## src/rtl/fact_cu.sv

```systemverilog
// fact_cu: Moore control unit for the factorial datapath.
// Sequences the datapath through INIT / CHECK / MUL to compute N!, and
// reports completion or an out-of-range rejection through a level
// handshake on go/done.
// Optional feature: define FACT_CU_CYCLE_CNT_EN to add an 8-bit busy-cycle
// counter output `cycles`.
module fact_cu (
  input  logic       clk,
  input  logic       reset,
  input  logic       go,
  input  logic       GT_flag,
  input  logic       Err,
  output logic       sel1,
  output logic       sel2,
  output logic       reg_load,
  output logic       cnt_load,
  output logic       cnt_en,
  output logic       busy,
  output logic       done,
  output logic       err
`ifdef FACT_CU_CYCLE_CNT_EN
  ,
  output logic [7:0] cycles
`endif
);

  typedef enum logic [2:0] {
    S_IDLE  = 3'd0,
    S_INIT  = 3'd1,
    S_CHECK = 3'd2,
    S_MUL   = 3'd3,
    S_DONE  = 3'd4,
    S_ERR   = 3'd5
  } state_t;

  state_t state_q, state_d;

  // State register; reset always lands in IDLE.
  always_ff @(posedge clk) begin
    if (reset) begin
      state_q <= S_IDLE;
    end else begin
      state_q <= state_d;
    end
  end

  // Next-state logic; go only matters in IDLE, DONE and ERR. Unused codes recover to IDLE.
  always_comb begin
    state_d = S_IDLE;
    case (state_q)
      S_IDLE: begin
        if (go && Err)       state_d = S_ERR;
        else if (go)         state_d = S_INIT;
        else                 state_d = S_IDLE;
      end
      S_INIT:                state_d = S_CHECK;
      S_CHECK:               state_d = GT_flag ? S_MUL : S_DONE;
      S_MUL:                 state_d = S_CHECK;
      S_DONE:                state_d = go ? S_DONE : S_IDLE;
      S_ERR:                 state_d = go ? S_ERR : S_IDLE;
      default:               state_d = S_IDLE;
    endcase
  end

  // Output decode from the state register only, so no input-to-output path exists.
  always_comb begin
    sel1     = 1'b0;
    sel2     = 1'b1;
    reg_load = 1'b0;
    cnt_load = 1'b0;
    cnt_en   = 1'b0;
    busy     = 1'b0;
    done     = 1'b0;
    err      = 1'b0;
    case (state_q)
      S_INIT: begin
        sel1     = 1'b1;
        reg_load = 1'b1;
        cnt_load = 1'b1;
        busy     = 1'b1;
      end
      S_CHECK: begin
        busy     = 1'b1;
      end
      S_MUL: begin
        reg_load = 1'b1;
        cnt_en   = 1'b1;
        busy     = 1'b1;
      end
      S_DONE: begin
        sel2     = 1'b0;
        done     = 1'b1;
      end
      S_ERR: begin
        done     = 1'b1;
        err      = 1'b1;
      end
      default: begin
        sel2     = 1'b1;
      end
    endcase
  end

`ifdef FACT_CU_CYCLE_CNT_EN
  logic [7:0] cycles_q;
  logic       accept;

  assign accept = (state_q == S_IDLE) && go;

  // Busy-cycle counter: cleared when a request is accepted, counts busy edges, saturates at 255.
  always_ff @(posedge clk) begin
    if (reset) begin
      cycles_q <= 8'd0;
    end else if (accept) begin
      cycles_q <= 8'd0;
    end else if (busy && (cycles_q != 8'hFF)) begin
      cycles_q <= cycles_q + 8'd1;
    end
  end

  assign cycles = cycles_q;
`endif

endmodule

```

## config.mk

```make
export PLATFORM = sky130hd
export DESIGN_NAME = fact_cu
export DESIGN_NICKNAME = d
export VERILOG_FILES = /design/src/rtl/fact_cu.sv
export SDC_FILE = /design/constraint.sdc
export NUM_CORES = 1
export LEC_CHECK = 0
export BUFFER_PORTS_ARGS = -buffer_cell sky130_fd_sc_hd__clkbuf_2
export CAP_MARGIN = 0
export CORE_AREA = 2 2 39 41
export DETAILED_ROUTE_END_ITERATION = 8
export DIE_AREA = 0 0 41 43
export PLACE_DENSITY = 0.46
export SLEW_MARGIN = 10
export SYNTH_ARGS = -nofsm -noshare
export SYNTH_HDL_FRONTEND = slang
export SYNTH_SLANG_ARGS = --single-unit
```

## constraint.sdc

```tcl
create_clock -name clk -period 2.05 [get_ports clk]
set_input_delay 0.1025 -clock clk [delete_from_list [all_inputs] [get_ports clk]]
set_output_delay 0.1025 -clock clk [all_outputs]
set_load 0.02 [all_outputs]
```

==> impl_metrics.toml <==
[place]
hpwlAfterDp_um = 343.9
dp_worst_setup_slack_ns = 0.9096
placement.io_buffers = 12
finalWeightedCongestion = 0.6883
cells_after_dpl = 50

[sta]
timing.clock.skew_ns = 0.0008726
finalCritPeriodShare_pct = 65.73
slew_violations = 0
grt_setup_unrepaired = "false"
final.hold.worst_slack_ns = 0.06695
layout_min_cycle_time_ns = 1.347
final_worst_setup_slack_ns = 0.7025
timing.final.setup_violations = 0
final-hold-violation-count = 0
finalSetupTns_ns = 0
slew-limit-headroom_pct = 81.11
tightestPinTransition_ns = 0.2829
highest_clock_frequency_the_design_can_meet_mhz = 742.1

[worst_setup_path]
worstPathMaxFanout = 9
critical_path.startpoint = "state_q[1]$_SDFF_PP0_"
critical-path-max-stage-delay_ns = 0.47
cp_cell_instances = "and2b_4 > and2_1 > clkbuf_2"
reg2reg_setup_slack_ns = 0.91
setup.worst_path.start_class = "flop"
worst_r2r_path_depth = 3
worst_setup_path_endpoint = "err"
cp_slowest_cell = "dfxtp_1"
worstReg2RegEnd = "state_q[0]$_SDFF_PP0_"
r2r-start = "state_q[1]$_SDFF_PP0_"
endpoint_kind = "primary output"
worst-path-stages = 3
timing_worst_setup_path_type = "flop to primary output"
worst-endpoint-arrival_ns = 1.24
crit_required_ns = 1.95
worst_path_dominant_cell_family = "flip-flops"
worstPathBufferInverterCount = 1

[cells_and_area]
sequential_cell_area_sq_um = 60.06
nNetsFinal = 44
biggest_regs = "state_q x3"
area.growth.synth_to_final_pct = 42.42
multi_input_comb_area_sq_um = 127.6
diodes = 0
most-common-layout-cells = "clkbuf_2 (12), nor2_1 (4), nor2b_1 (3), clkbuf_4 (3), dfxtp_1 (3)"
layout.cells.most_common = "clkbuf_2"
largest_register_ffs = 3
largest_register_by_flop_count = "state_q"
layoutNonFillerInstCount = 54
final_layout_size_suffix_gt1_share_pct = 50.00
fill_cells = 162

[power_and_ir_drop]
intPower_mw = 0.1613
cellLeakagePower_nw = 0.1394
power_switching_share_pct = 30.36
clock_power_share_pct = 44.8
power.combinational.fraction_pct = 24.1
max-vdd-ir-drop_mv = 0.3580
power.switching_mw = 0.07032
power_density_mw_per_mm2 = 787.8
power.sequential.fraction_pct = 31.1

[clock_tree]
clockBufferDepth = 2
post_cts_setup_driven_buffer_insertion_count = 0
cts_max_level = 1
tritoncts = "built"
worst_setup_hold_path_clk_slew_ns = 0.04
clock-root-buffer = "clkbuf_4"
cts.hold.buffers_added = 0
clk-insertion-delay-late_ns = 0.23
number_of_buffers_added_by_the_clock_tree_synthesis_step = 3
clock_sinks = 3
post_cts_sizing_count = 0

[global_route]
number_of_global_route_vias_before_repair = 186
antenna_violations_before_repair = 0
grt_pass1_wl_um = 772
maximum_number_of_pins_on_one_net_before_global_route_repair = 10
grt_usage_pct = 7.121
global_route.overflow_total = 0

[route]
wl_final_um = 475
vias = 212
detail_route.vias_per_cell = 3.926
antenna_left = 0
wire_per_inst_um = 8.796
first_pass_iters = 2
detailedRoute.firstIterationViolations = 2
remaining_drc_errors = 0

[logic_synthesis]
synth.lib_cells_used.distinct = 17
netlist_area_sq_um = 206.4
synth_nets = 29
yosysSeqAreaShare_pct = 29.09
netlist.area_leader.share_pct = 29.09
synth_warnings = 0
cell_type_contributing_the_most_total_cell_area_after_synthesis = "dfxtp_1"
post_synth_main_area_contributors = "dfxtp_1 (29%), nor2b_1 (9.1%), mux2_4 (7.3%)"
synth_seq_cells = 3
synthCells = 24
postSynthAreaPerCell_sq_um = 8.602

[hold_path]
worstHoldPathCells = 2
worstHoldPathType = "input port to flop"

[outcome]
outcome = "completed"

[floorplan]
design.portCount = 13
floorplan.rows = 14
die_height_um = 43
die_x_um = 41
total_die_area_sq_mm = 0.001763
initial_utilization_pct = 14.92
fp.coreArea_sq_mm = 0.001384

[job]
max_capacitance_violation_count = 0
through the flow:
stage          power [mW]  util, %  area (sq um)
2_1_floorplan      0.1145        -         206.4
3_3_place_gp       0.1291    19.35         267.8
3_5_place_dp       0.1294    19.35         267.8
4_1_cts            0.2393    21.25         294.0
5_1_grt            0.2530    21.25         294.0
6_report           0.2316    21.25         294.0
final cells by class:
class | count | share of cell area, %
tap | 16 | 6.809
timing repair buffer | 12 | 20.43
multi-input combinational | 19 | 43.40
sequential | 3 | 20.43
clock buffer | 4 | 8.936
metal layers:
metal	vias up	global-route usage [%]	wire length, um
met5	-	0	0
met4	0	2.000	0
met3	0	7.853	54
met2	12	7.500	173
met1	91	9.295	246
li1	109	-	-
synth_stat cells:
master	n
and2b_2	1
and2_1	1
a21oi_1	1
a221oi_1	1
dfxtp_1	3
nor2_1	4
and2b_4	1
nor2b_1	3
and2_2	1
a32oi_1	1
buf_4	1
nor3_1	1
nand2b_1	1
buf_6	1
mux2_4	1
o21ai_1	1
nand3b_1	1
power groups by stage:
stage	clock network, mW	registers [mW]	logic, mW
3_5_place_dp	0	0.0731	0.0563
4_1_cts	0.110	0.0724	0.0565
5_1_grt	0.117	0.0737	0.0621
6_report	0.104	0.0720	0.0557
2_1_floorplan	0	0.0688	0.0458
3_3_place_gp	0	0.0733	0.0558
worst min-delay path by stage:
stage | from | to | slack (ns)
after floorplan | reset | state_q[0]$_SDFF_PP0_ | 0.17
after global placement | reset | state_q[0]$_SDFF_PP0_ | 0.31
after detailed placement | reset | state_q[0]$_SDFF_PP0_ | 0.31
after CTS | reset | state_q[0]$_SDFF_PP0_ | 0.06
after global routing | reset | state_q[0]$_SDFF_PP0_ | 0.08
final | reset | state_q[0]$_SDFF_PP0_ | 0.07
cell families after synthesis:
family	synth area share (%)
and+or+nand+nor	41.22
AOI/OAI and AO/OA	13.33
DFF	29.09
buffers and inverters	9.092
muxes	7.271
(Power assumes the default switching activity.)
